[src/rtl/grid_display_scan.sv]
// Row-multiplexed 8x8 LED scan driver for the Game-of-Life grid.
// A new generation is captured into the shadow register only at a frame boundary.
module grid_display_scan #(
  parameter int unsigned DWELL = 1000,
  parameter int unsigned BLANK = 16
) (
  input  logic        clka,
  input  logic        rst_n,
  input  logic [63:0] grid,
  input  logic        grid_valid,
  input  logic        enable,
  output logic [7:0]  row_sel,
  output logic [7:0]  col_data,
  output logic        frame_done,
  output logic [15:0] gen_count,
  output logic [6:0]  alive_count
);

  typedef enum logic [1:0] {IDLE, LOAD, SCAN, BLNK} st_e;

  localparam logic [15:0] DWELL_LAST = 16'(DWELL - 1);
  localparam logic [15:0] BLANK_LAST = (BLANK == 0) ? 16'd0 : 16'(BLANK - 1);

  st_e         st_q, st_d;
  logic [2:0]  row_q, row_d;
  logic [15:0] cnt_q, cnt_d;
  logic [63:0] shadow_q, shadow_d;
  logic        pending_q, pending_d;
  logic [7:0]  row_sel_q, row_sel_d;
  logic [7:0]  col_data_q, col_data_d;
  logic        frame_done_q, frame_done_d;
  logic [15:0] gen_count_q, gen_count_d;
  logic [6:0]  alive_count_q, alive_count_d;
  logic [6:0]  grid_pop;

  function automatic logic [6:0] popcount(input logic [63:0] v);
    logic [6:0] n;
    n = '0;
    for (int unsigned i = 0; i < 64; i++) begin
      n = n + {6'b0, v[i]};
    end
    return n;
  endfunction

  assign grid_pop = popcount(grid);

  always_comb begin
    st_d          = st_q;
    row_d         = row_q;
    cnt_d         = cnt_q;
    shadow_d      = shadow_q;
    pending_d     = pending_q | grid_valid;
    gen_count_d   = gen_count_q;
    alive_count_d = alive_count_q;
    frame_done_d  = 1'b0;

    // Dropping enable wins over every state; captured data and pending survive.
    if (!enable) begin
      st_d  = IDLE;
      row_d = '0;
      cnt_d = '0;
    end else begin
      unique case (st_q)
        IDLE: st_d = LOAD;
        LOAD: begin
          if (pending_q || grid_valid) begin
            shadow_d      = grid;
            gen_count_d   = gen_count_q + 16'd1;
            alive_count_d = grid_pop;
            pending_d     = 1'b0;
          end
          row_d = '0;
          cnt_d = '0;
          st_d  = SCAN;
        end
        SCAN: begin
          if (cnt_q == DWELL_LAST) begin
            cnt_d = '0;
            if (BLANK != 0) begin
              st_d = BLNK;
            end else if (row_q == 3'd7) begin
              frame_done_d = 1'b1;
              st_d         = LOAD;
            end else begin
              row_d = row_q + 3'd1;
            end
          end else begin
            cnt_d = cnt_q + 16'd1;
          end
        end
        BLNK: begin
          if (cnt_q == BLANK_LAST) begin
            cnt_d = '0;
            if (row_q == 3'd7) begin
              frame_done_d = 1'b1;
              st_d         = LOAD;
            end else begin
              row_d = row_q + 3'd1;
              st_d  = SCAN;
            end
          end else begin
            cnt_d = cnt_q + 16'd1;
          end
        end
        default: st_d = IDLE;
      endcase
    end
  end

  // Row drive follows the current state, so it lags the state register by one cycle.
  always_comb begin
    row_sel_d  = '0;
    col_data_d = '0;
    if (enable && (st_q == SCAN)) begin
      row_sel_d  = 8'h01 << row_q;
      col_data_d = shadow_q[{row_q, 3'b000} +: 8];
    end
  end

  always_ff @(posedge clka or negedge rst_n) begin
    if (!rst_n) begin
      st_q          <= IDLE;
      row_q         <= '0;
      cnt_q         <= '0;
      shadow_q      <= '0;
      pending_q     <= 1'b0;
      row_sel_q     <= '0;
      col_data_q    <= '0;
      frame_done_q  <= 1'b0;
      gen_count_q   <= '0;
      alive_count_q <= '0;
    end else begin
      st_q          <= st_d;
      row_q         <= row_d;
      cnt_q         <= cnt_d;
      shadow_q      <= shadow_d;
      pending_q     <= pending_d;
      row_sel_q     <= row_sel_d;
      col_data_q    <= col_data_d;
      frame_done_q  <= frame_done_d;
      gen_count_q   <= gen_count_d;
      alive_count_q <= alive_count_d;
    end
  end

  assign row_sel     = row_sel_q;
  assign col_data    = col_data_q;
  assign frame_done  = frame_done_q;
  assign gen_count   = gen_count_q;
  assign alive_count = alive_count_q;

endmodule

[config.mk]
export PLATFORM = sky130hd
export DESIGN_NAME = grid_display_scan
export DESIGN_NICKNAME = d
export VERILOG_FILES = /design/src/rtl/grid_display_scan.sv
export SDC_FILE = /design/constraint.sdc
export NUM_CORES = 1
export LEC_CHECK = 0
export ABC_AREA = 1
export CORE_MARGIN = 5
export CORE_UTILIZATION = 56
export DETAILED_ROUTE_END_ITERATION = 8
export PLACE_DENSITY = 0.79
export RECOVER_POWER = 100
export SLEW_MARGIN = 0
export SYNTH_ARGS = -nofsm -noshare
export SYNTH_HDL_FRONTEND = slang
export SYNTH_SLANG_ARGS = --single-unit
[constraint.sdc]
create_clock -name clka -period 1.8 [get_ports clka]
set_input_delay 0.18 -clock clka [delete_from_list [all_inputs] [get_ports clka]]
set_output_delay 0.18 -clock clka [all_outputs]
set_load 0.01 [all_outputs]
# Yosys cells after proc, flatten, opt, wreduce, memory -nomap -nowiden
# Index checks and enable logic that the tools add are counted.
# totals
wordCells,118
register_bits,126
input_bits,68
out_inout_bits,40
# classes
n_reduce_logical,6
eq_ne,11
muxes,22
add_sub_neg,66
n_shift,2
n_bitwise,1
# op_table
op,n
adder 7 x 1 -> 7 bit,57
variable part select 64 x 7 -> 8 bit,1
2-to-1 mux 16 bit,3
one-hot mux 16 bit (3 select lines),1
"adder 16 x 1 -> 16 bit, second input constant",2
"equality test 16 x 10 -> 1 bit, second input constant",1
"equality test 16 x 4 -> 1 bit, second input constant",1
2-to-1 mux 8 bit,2
2-to-1 mux 3 bit,3
"inequality test 3 bit, second input constant",3
2-to-1 mux 2 bit,4
one-hot mux 2 bit (4 select lines),1
"<< shifter 1 x 3 -> 8 bit, first input constant",1
adder 6 x 1 -> 7 bit,1
2-to-1 mux 1 bit,7
adder 5 x 1 -> 6 bit,1
one-hot mux 3 bit (2 select lines),1
AND reduction 3 bit,2
adder 4 x 1 -> 5 bit,1
adder 3 x 1 -> 4 bit,1
"equality test 2 bit, second input constant",2
"inequality test 4 x 1 -> 1 bit, second input constant",1
adder 2 x 1 -> 3 bit,1
"adder 3 x 1 -> 3 bit, second input constant",1
9 further kinds,9

# Longest topological paths before layout
# Gate-level depths: netlist of the first run.
# depth
depth_word,63
ltp_mapped,22
mapped_depth_nobuf,22

# Least setup slack after synthesis of the first run
# No wires, ideal clock.
# synth_timing
path_type,input port to flip-flop
startpoint,in grid[35]
endpoint,reg alive_count_q[6] (netlist: alive_count[6])
path_slack_ns,-3.577
required_time_ns,1.679
setup_ns,0.121
cell_stages,21
arrival_ns,5.256
n_path_buf,0
cell_sequence,inv_1 -> fa_1 -> inv_1 -> fa_1 -> fa_1 -> inv_1 -> fa_1 -> inv_1 -> fa_1 -> fa_1 -> fa_1 -> inv_1 -> fa_1 -> inv_1 -> fa_1 -> nand3_1 -> nand2_1 -> nand2_1 -> nand2_1 -> nand2_1 -> a21oi_1
# synth_via
elab_chain_len,29
# synth_lines
element,line_no,source
from (decl),9,"input logic [63:0] grid,"
adder 7 x 1 -> 7 bit (29 in a row),40,"n = n + {6'b0, v[i]};"
to (signal assigned),142,alive_count_q <= alive_count_d;
to (decl),33,"logic [6:0] alive_count_q, alive_count_d;"
# Every way passes these cells.
# A chain may end at the register's enable or synchronous reset.

# Worst setup path in the final report of the first run
# layout_timing
startpoint,in grid[11]
endpoint,reg alive_count_q[6] (netlist: alive_count[6])
# layout_via
elab_chain_len,53
# layout_lines
element,line_no
adder 7 x 1 -> 7 bit (53 in a row),40
# Every way passes these cells.

==> out/results.tsv, run 1 <==
stage	metric	value	unit
timing	tightestPinTransition	0.6610	ns
finish	final.fill_count	993	
finish	finalNonFillerCells	1240	
timing	max_clock_freq	196.1	MHz
logic_synthesis	synth_ff_type	dfrtp_1	
logic_synthesis	post_synth_instance_area	7674	um^2
hold_path	timing.hold.worst.start	grid[29]	
outcome	failing_checks	negative setup slack	
placed_design	placed_cells	1203	
hold_path	hp-class	in -> reg	
finish	drive_above_1_share	17.39	%
timing	final_max_slew_viol_count	0	
drt	vias	6489	
clocking	cts_num_sinks	126	
clocking	cts.path.max_buffers	2	
worst_setup_path	critical_path.top_delay_family	adder cells	
logic_synthesis	synth_edf_count	0	
clocking	clock-root-buffer	clkbuf_16	
timing	grt_setup_unrepaired	yes	
clocking	cts_tree	yes	
worst_setup_path	path_type_of_the_worst_setup_path	in -> reg	
clocking	clk_pin_slew	0.05	ns
logic_synthesis	number_of_nets_in_the_synthesized_netlist	1043	
drt	drt_iter0_markers	595	
global_route	antenna_found_initial	0	
worst_setup_path	ff2ff_path_depth	9	
timing	min_period_over_period	283.3	%
worst_setup_path	arrival	5.41	ns
run	max-cap-violations	0	
worst_setup_path	crit_slowest_cell	fa_2	
floorplan	core	13350	um^2
drt	avgRoutedWirePerCell	16.04	um
drt	route.antenna.remaining_nets	0	
timing	final_hold_viol_count	0	
logic_synthesis	synth_seq_cells	126	
timing	clock-skew-final	0.007112	ns
logic_synthesis	count_of_distinct_cell_types_in_the_synthesized_netlist	33	
timing	final.setup.tns	-21.89	ns
global_route	grt_overflow_total	0	
floorplan	num_io_pins	108	
worst_setup_path	timing.critical_path.required	2.11	ns
placed_design	portBuffers	107	
logic_synthesis	ys_warn_count	0	
logic_synthesis	async_flop_share	100.0	%
hold_path	timing.hold.worst_endpoint	shadow_q[29]$_DFFE_PN0P_	
worst_setup_path	worst_reg2reg_endpoint	gen_count[6]$_DFFE_PN0P_	
logic_synthesis	seq_area_frac_synth	41.09	%
floorplan	floorplan.rows	42	
drt	route.final.wire_length	19880	um
hold_path	hold_path_depth	3	
worst_setup_path	critPathMostFrequentCell	fa_2	
finish	antenna-diode-count	0	
timing	layout_min_cycle_time	5.099	ns
logic_synthesis	synthesis.instances	898	
global_route	first_pass_grt_wire_length	32910	um
finish	final_cell_mix	230 x nand2_1, 126 x dfrtp_1, 97 x inv_1, 90 x o21ai_0, 85 x nor2_1	
finish	fin_nets	1198	
worst_setup_path	cp-start-kind	primary input	
global_route	grt_max_degree	63	
placed_design	place_congestion	0.8612	
worst_setup_path	worstPathCellList	dlygate4sd2_1 -> inv_2 -> fa_2 -> fa_2 -> fa_2 -> fa_2 -> fa_1 -> fa_1 -> fa_1 -> fa_1 -> inv_2 -> ha_4 -> fa_2 -> nand3_2 -> nand2_2 -> nand2_2 -> nand2_2 -> nand2_2 -> a21oi_2	
placed_design	detailedPlacementHpwl	14830	um
drt	drt_pre_antenna_iters	6	
worst_setup_path	reg2reg_setup_slack	0.03	ns
outcome	outcome	finished with violations	
clocking	clk-insertion-delay-late	0.42	ns
finish	commonest_non_fill_non_tap_cell_in_the_layout	nand2_1	
global_route	globalRouteTotalUtil	26.00	%
timing	setup_viol_count_final	7	
drt	drc	0	
worst_setup_path	worst_r2r_startpoint	st_q[1]$_DFFE_PN0P_	
finish	area.growth.synth_to_final	28.58	%
floorplan	die_x	127.1	um
clocking	htreeDepth	4	
worst_setup_path	crit_fanout	2	
floorplan	initial_core_utilization	57.49	%
placed_design	place_ws	-4.198	ns
worst_setup_path	crit_buf_inv	3	
floorplan	fp.dieH	127.1	um
floorplan	dieArea	16140	um^2
timing	worst_slack	-3.299	ns
clocking	cts_made_buffers	17	
worst_setup_path	critical_path.endpoint_type	flop	
logic_synthesis	avgSynthCellArea	8.545	um^2
global_route	first_global_vias	6764	
timing	relSlewSlack	55.93	%
drt	via_count_normalized_by_instance_count	5.233	
worst_setup_path	slowest_delay	0.61	ns
==> layer usage <==
layer	track usage, %	part of all wire (%)
met1	33.78	41
met3	5.342	6.0
met4	8.580	2.6
met5	0	0
met2	43.96	50
==> worst max path at each step <==
stage	startpoint	endpoint	slack [ns]	cells past startpoint
after floorplan	grid[35]	alive_count[6]$_DFFE_PN0P_	-3.39	20
after global placement	grid[35]	alive_count[6]$_DFFE_PN0P_	-4.19	21
after detailed placement	grid[35]	alive_count[6]$_DFFE_PN0P_	-4.20	21
after CTS	grid[51]	alive_count[6]$_DFFE_PN0P_	-3.43	21
after global routing	grid[47]	alive_count[6]$_DFFE_PN0P_	-3.43	21
final	grid[11]	alive_count[6]$_DFFE_PN0P_	-3.30	19
==> synth_stat cells (10+ instances only) <==
library cell	count	area [um^2]
xor2_1	14	122.6
a21oi_1	16	80.08
fa_1	54	1081
nand2_1	235	882.1
inv_1	134	503.0
o21ai_2	10	87.58
o22ai_1	16	100.1
nand3_1	22	110.1
nor2_1	82	307.8
ha_1	23	287.8
nand4_1	10	62.56
o21ai_0	88	440.4
dfrtp_1	126	3153
==> flip-flops by register name (all words and copies together) (netlist names) <==
signal,cells
alive_count,7
frame_done,1
st_q,2
shadow_q,64
pending_q,1
cnt_q,16
row_q,3
gen_count,16
col_data,8
row_sel,8
==> metrics by stage <==
step                util [%]  hold WS [ns]  instance area (um^2)
floorplan                  -       -0.1156                  7734
global placement       69.59        0.1335                  9289
detailed placement     69.59        0.1297                  9289
CTS                    74.09       0.03794                  9889
global route           73.92       0.03227                  9867
finish                 73.92       0.01796                  9867
==> cell type report <==
class | count | area [um^2] | share of cell area [%]
inverters | 140 | 538.0 | 5.453
well taps | 176 | 220.2 | 2.232
clock inverters | 6 | 108.9 | 1.103
repair buffers | 165 | 1464 | 14.84
flip-flops and latches | 126 | 3153 | 31.96
clock buffers | 24 | 481.7 | 4.882
multi-input cells | 603 | 3901 | 39.54
==> kinds of logic after synthesis <==
| kind of cell | Yosys count | synth area share, % |
|---|---|---|
| AND/OR/NAND/NOR | 369 | 19.58 |
| buffers and inverters | 169 | 9.343 |
| AO/OA/AOI/OAI | 138 | 9.979 |
| flip-flops | 126 | 41.09 |
| adder cells (fa/ha/maj) | 77 | 17.84 |
| XOR/XNOR | 19 | 2.169 |
==> tightest hold or removal path: stages <==
cell and delay (ns):
clkbuf_2 0.11, nand2_1 0.06, nand2_1 0.05
==> repair_timing <==
action | CTS | global route
hold buffers | 1 | 0
cloned | 0 | 0
pin swaps | 49 | 44
hold endpoints to repair | 25 | 0
setup buffers | 6 | 2
endpoints found under the setup margin | 7 | 10
gates resized for setup | 116 | 36
Power of run 1 is not shown: default switching activity piles up to over one toggle a cycle in this logic, so the estimate is an artifact.
==> inputs of run 2 (changes only) <==
- ABC_AREA: 1 -> default
- CORE_UTILIZATION: 56 -> 55
- PLACE_DENSITY: 0.79 -> 0.78
- RECOVER_POWER: 100 -> 50
- TNS_END_PERCENT: default -> 10
==> run 2 against run 1 <==
  * The run still ends with negative setup slack left
  * Worst setup slack worse by 0.28 ns
  * Critical path depth stayed put
  * Via count is 19% lower
  * Synthesized cell count is 31% lower
  * First-iteration DRC count is 32% lower
  * Worst hold slack hardly changed
  * Sequential cell count stayed put
  * Global-route usage is 2.8 points lower
==> out/results.tsv, run 2 <==
stage	metric	value	unit
clocking	cts_made_buffers	17	
global_route	globalRouteTotalUtil	23.19	%
drt	drt_iter0_markers	407	
logic_synthesis	synth.most_common_cell	dfrtp_1	
clocking	clk_pin_slew	0.05	ns
placed_design	detailedPlacementHpwl	13360	um
worst_setup_path	cp-start-kind	primary input	
floorplan	floorplan.rows	42	
floorplan	die_x	126.3	um
finish	final.fill_count	900	
logic_synthesis	synthesis.instances	619	
drt	drc	0	
floorplan	core	13240	um^2
logic_synthesis	post_synth_instance_area	7445	um^2
finish	max_flop_register	shadow_q	
timing	min_period_over_period	298.9	%
finish	final_cell_mix	124 x dfrtp_1, 77 x inv_1, 70 x clkdlybuf4s50_1, 67 x mux2_2, 49 x fa_1	
finish	area.growth.synth_to_final	28.94	%
placed_design	placed_cells	929	
timing	relSlewSlack	54.84	%
logic_synthesis	synth_edf_count	0	
floorplan	fp.dieH	126.3	um
placed_design	portBuffers	107	
clocking	cts_tree	yes	
power	power-per-cell-area	2208	nW/um^2
finish	antenna-diode-count	0	
drt	route.final.wire_length	17670	um
logic_synthesis	synth_area_leaders	dfrtp_1 42%, fa_1 15%, mux2_2 11%	
logic_synthesis	async_flop_share	100.0	%
logic_synthesis	synth.largest_area_cell	dfrtp_1	
drt	vias	5270	
logic_synthesis	count_of_distinct_cell_types_in_the_synthesized_netlist	50	
global_route	grt_overflow_total	0	
clocking	cts_num_sinks	126	
outcome	failing_checks	negative setup slack	
floorplan	initial_core_utilization	56.22	%
worst_setup_path	critical_path.endpoint_type	flop	
timing	final.setup.tns	-25.58	ns
power	vdd.ir_drop.worst	0.003482	V
clocking	clock-root-buffer	clkbuf_16	
logic_synthesis	avgSynthCellArea	12.03	um^2
global_route	first_pass_grt_wire_length	28930	um
finish	commonest_non_fill_non_tap_cell_in_the_layout	dfrtp_1	
timing	layout_min_cycle_time	5.379	ns
drt	route.antenna.remaining_nets	0	
logic_synthesis	yosys-top-cells-count	126 x dfrtp_1, 103 x inv_1, 70 x mux2_2	
timing	worst_slack	-3.579	ns
global_route	grt_max_degree	48	
drt	drt_pre_antenna_iters	4	
clocking	clk-insertion-delay-late	0.43	ns
placed_design	placedInstanceArea	9056	um^2
timing	tightestPinTransition	0.6774	ns
drt	avgRoutedWirePerCell	18.20	um
logic_synthesis	ys_warn_count	0	
worst_setup_path	crit_fanout	2	
clocking	cts.path.max_buffers	2	
worst_setup_path	timing.critical_path.required	2.11	ns
timing	grt_setup_unrepaired	yes	
timing	clock-skew-final	0.01167	ns
run	max-cap-violations	0	
finish	drive_above_1_share	31.70	%
timing	max_clock_freq	185.9	MHz
finish	fin_nets	927	
hold_path	hp-class	in -> reg	
finish	finalNonFillerCells	971	
logic_synthesis	synth_ff_type	dfrtp_1	
floorplan	num_io_pins	108	
clocking	htreeDepth	4	
timing	final_max_slew_viol_count	0	
power	leakage	0.004503	uW
logic_synthesis	seq_area_frac_synth	42.35	%
floorplan	dieArea	15960	um^2
worst_setup_path	arrival	5.69	ns
outcome	outcome	finished with violations	
finish	stdcell_area	9599	um^2
logic_synthesis	share_of_yosys_cell_area_claimed_by_the_top_area_cell_type	42.35	%
drt	via_count_normalized_by_instance_count	5.427	
timing	final_hold_viol_count	0	
timing	setup_viol_count_final	29	
placed_design	place_congestion	0.8470	
finish	largest_reg_flops	64	
global_route	antenna_found_initial	0	
logic_synthesis	number_of_nets_in_the_synthesized_netlist	764	
worst_setup_path	path_type_of_the_worst_setup_path	in -> reg	
global_route	first_global_vias	5822	
logic_synthesis	synth_seq_cells	126	
run 2: path summary, 6_finish.rpt:
path / from / endpoint / slack, ns / cells after the start
max: grid[35] / alive_count[4]$_DFFE_PN0P_ / -3.58 / 19
min: grid[37] / shadow_q[37]$_DFFE_PN0P_ / 0.02 / 2
max reg2reg: st_q[1]$_DFFE_PN0P_ / shadow_q[16]$_DFFE_PN0P_ / -0.13 / 5
min reg2reg: gen_count[15]$_DFFE_PN0P_ / gen_count[15]$_DFFE_PN0P_ / 0.48 / 1
max in group asynchronous: rst_n / cnt_q[6]$_DFFE_PN0P_ / 0.28 / 3
min in group asynchronous: rst_n / shadow_q[52]$_DFFE_PN0P_ / 0.33 / 2
run 2: cells by family after synthesis:
logic type | share of synthesized area (%)
XOR/XNOR | 2.235
multiplexers | 15.97
adder cells (fa/ha/maj) | 18.39
buffers and inverters | 7.361
AND/OR/NAND/NOR | 9.866
AO/OA/AOI/OAI | 3.832
flip-flops | 42.35
run 2: what timing repair did:
item / 4_1_cts / 5_1_grt
pin swaps: 42 / 39
setup buffers: 3 / 1
hold endpoints to repair: 25 / 3
hold buffers: 3 / 3
setup endpoints to repair: 7 / 26
gates resized for setup: 127 / 54
run 2: metal layers:
metal / global-route usage, % / share of wire (%) / up-vias
met2: 39.35 / 52 / 161
met4: 10.09 / 3.3 / 0
met3: 4.540 / 4.8 / 46
li1: - / - / 2382
met5: 0 / 0 / -
met1: 29.07 / 40 / 2681
run 2: power breakdown:
group	leakage [uW]	switching (uW)	internal (uW)
Clock	0.000279	1220	2000
Sequential	0.00158	423	3550
Combinational	0.00264	6580	7430
Total	0.00450	8220	13000
run 2: per-stage QoR:
stage	total power (uW)	hold WS (ns)	utilization, %	setup slack (ns)
2_1_floorplan	12180	-0.1156	-	-3.721
3_3_place_gp	15880	0.1307	68.39	-4.430
3_5_place_dp	16470	0.1361	68.39	-4.564
4_1_cts	21010	0.009950	72.98	-3.687
5_1_grt	22280	0.02512	72.49	-3.748
6_report	21200	0.01758	72.49	-3.579
run 2: layout make-up:
type | instances | area, um^2 | area share, %
clock buffer | 27 | 533.0 | 5.553
clock inverter | 5 | 27.53 | 0.2868
inverter | 103 | 391.6 | 4.080
multi-input combinational | 364 | 3810 | 39.69
sequential | 126 | 3156 | 32.87
tap | 176 | 220.2 | 2.294
timing repair buffer | 170 | 1461 | 15.22
run 2: critical path, cell delays in order:
cell	delay, ns
buf_8	0.08
inv_4	0.03
fa_1	0.55
inv_2	0.05
fa_2	0.53
inv_2	0.04
fa_2	0.55
fa_1	0.45
fa_2	0.56
fa_1	0.44
fa_1	0.46
fa_1	0.51
inv_2	0.05
ha_4	0.17
fa_2	0.39
a21o_1	0.18
a21oi_2	0.15
xnor2_1	0.08
mux2_4	0.25
Power figures use the tool's default switching activity.
==> inputs of run 3 (changes only) <==
- CORE_UTILIZATION: 55 -> 56
- DONT_BUFFER_PORTS: default -> 1
- PLACE_DENSITY: 0.78 -> 0.68
==> run 3 against run 2 <==
  * Critical path type unchanged
  * Maximum frequency increased by 0.82%
  * Combinational power fell by 9%
  * Clock skew decreased by 0.0029 ns
  * The flow finishes with violations (negative hold slack, negative setup slack)
  * First-iteration DRC count fell by 29%
  * Power decreased by 3.0%
  * Worst hold slack got worse by 0.56 ns
  * Sequential cell count unchanged
  * Largest power group unchanged
  * Via count decreased by 2.4%
  * Worst setup slack better by 0.044 ns
  * Core utilization fell by 2.8 points
  * Non-clock buffer count decreased by 73
  * Highest routed layer unchanged
==> out/results.tsv, run 3 (synthesis gave the netlist of run 2 again) <==
stage	metric	value	unit
outcome	outcome	finished with violations	
outcome	failing_checks	negative hold slack, negative setup slack	
drt	drt_iter0_markers	287	
timing	layout_min_cycle_time	5.336	ns
timing	relSlewSlack	72.08	%
clocking	cts_num_sinks	126	
clocking	htreeDepth	4	
drt	avgRoutedWirePerCell	20.37	um
floorplan	core	13140	um^2
worst_setup_path	arrival	5.64	ns
finish	largest_reg_flops	64	
timing	max_clock_freq	187.4	MHz
worst_setup_path	critical_path.endpoint_type	flop	
timing	final_hold_viol_count	126	
timing	clock-skew-final	0.008791	ns
worst_setup_path	cp-start-kind	primary input	
timing	final.setup.tns	-22.88	ns
timing	grt_setup_unrepaired	yes	
finish	final.fill_count	941	
worst_setup_path	crit_fanout	2	
floorplan	floorplan.rows	42	
finish	drive_above_1_share	24.93	%
clocking	cts_made_buffers	17	
worst_setup_path	path_type_of_the_worst_setup_path	in -> reg	
worst_setup_path	timing.critical_path.required	2.11	ns
timing	min_period_over_period	296.4	%
timing	worst_slack	-3.536	ns
power	vdd.ir_drop.worst	0.005753	V
global_route	grt_max_degree	127	
placed_design	place_ws	-3.985	ns
global_route	globalRouteMet1Util	30.52	%
drt	via_count_normalized_by_instance_count	5.727	
finish	max_flop_register	shadow_q	
hold_path	hp-class	in -> async	
placed_design	place_congestion	0.8895	
floorplan	dieArea	15700	um^2
finish	fin_nets	854	
finish	stdcell_area	9150	um^2
floorplan	num_io_pins	108	
placed_design	portBuffers	0	
finish	commonest_non_fill_non_tap_cell_in_the_layout	dfrtp_1	
drt	route.final.wire_length	18300	um
drt	route.antenna.remaining_nets	0	
finish	antenna-diode-count	0	
floorplan	fp.dieH	125.3	um
global_route	global_route.peak_usage_layer	met2	
timing	setup_viol_count_final	7	
timing	tightestPinTransition	0.4187	ns
drt	drc	0	
global_route	grt_overflow_total	0	
placed_design	placedInstanceArea	7785	um^2
clocking	clk-insertion-delay-late	0.42	ns
clocking	cts_tree	yes	
clocking	cts_hold_fix_bufs	65	
global_route	global_route_met2_utilization	41.19	%
finish	final_cell_mix	124 x dfrtp_1, 97 x inv_1, 68 x mux2_2, 65 x dlygate4sd3_1, 51 x fa_1	
clocking	cts.path.max_buffers	2	
timing	whs	-0.5428	ns
timing	final_max_slew_viol_count	0	
global_route	antenna_found_initial	0	
power	power-per-cell-area	2247	nW/um^2
global_route	first_global_vias	5700	
global_route	globalRouteTotalUtil	24.94	%
placed_design	detailedPlacementHpwl	12430	um
global_route	met3_usage	8.657	%
global_route	first_pass_grt_wire_length	30350	um
power	leakage	0.004271	uW
run	max-cap-violations	0	
floorplan	die_x	125.3	um
drt	drt_pre_antenna_iters	6	
clocking	clk_pin_slew	0.06	ns
finish	area.growth.synth_to_final	22.91	%
drt	vias	5143	
clocking	clock-root-buffer	clkbuf_16	
floorplan	initial_core_utilization	56.67	%
run 3: cell types whose count changed in the layout (fill, tap and decap cells not counted), moves of 18 or more:
cell,change
dlygate4sd3_1,+56
inv_1,+20
clkdlybuf4s50_1,-70
buf_4,-18
buf_2,-19
inv_2,-18
run 3: metrics by stage:
stage | total power [uW] | std cells | utilization, %
after floorplan | 12180 | 619 | -
after global routing | 21510 | 898 | 69.65
final | 20560 | 898 | 69.65
after global placement | 15260 | 800 | 59.26
after detailed placement | 15410 | 800 | 59.26
after CTS | 20090 | 897 | 69.26
run 3: final timing paths:
check                      slack (ns)                         end  cells after the start                startpoint
max                             -3.54  alive_count[4]$_DFFE_PN0P_                     18                  grid[47]
min                             -0.54    gen_count[6]$_DFFE_PN0P_                      0                     rst_n
max reg2reg                      0.01  alive_count[5]$_DFFE_PN0P_                      4       st_q[0]$_DFFE_PN0P_
min reg2reg                      0.51    shadow_q[46]$_DFFE_PN0P_                      1  shadow_q[46]$_DFFE_PN0P_
max in group asynchronous        2.14        cnt_q[6]$_DFFE_PN0P_                      0                     rst_n
min in group clka                0.03  alive_count[0]$_DFFE_PN0P_                      2                   grid[2]
run 3: power by group:
group | switching, uW | internal [uW] | leakage, uW
sequential | 478 | 3540 | 0.00158
clock | 1260 | 2450 | 0.000319
combinational | 6100 | 6720 | 0.00237
total | 7840 | 12700 | 0.00427
run 3: repair_timing:
action	4_1_cts	5_1_grt
gates resized for setup	7	17
pin swaps	9	5
gates cloned	0	0
buffers inserted	0	1
setup endpoints to repair	7	20
endpoints found under the hold margin	197	126
run 3: layout make-up:
class	instances	area [um^2]	share of cell area, %
flip-flops and latches	126	3156	34.49
well taps	176	220.2	2.407
multi-input cells	364	3817	41.72
inverters	103	386.6	4.225
clock inverters	11	161.4	1.764
repair buffers	97	928.4	10.15
clock buffers	21	480.5	5.251
run 3: critical path, cell delays in order:
cell	delay [ns]
inv_1	0.03
fa_1	0.54
inv_1	0.06
fa_1	0.49
inv_1	0.05
fa_1	0.47
fa_1	0.56
fa_1	0.46
fa_1	0.55
fa_1	0.45
fa_1	0.52
inv_2	0.05
ha_4	0.16
fa_2	0.38
a21o_1	0.17
a21oi_2	0.17
xnor2_1	0.09
mux2_4	0.25
run 3: per-layer routing:
layer	wire length (um)	vias to the layer above	part of all wire, %
met3	1551	53	8.5
li1	-	2241	-
met5	0	-	0
met1	7022	2618	38
met4	631	0	3.4
met2	9090	231	50
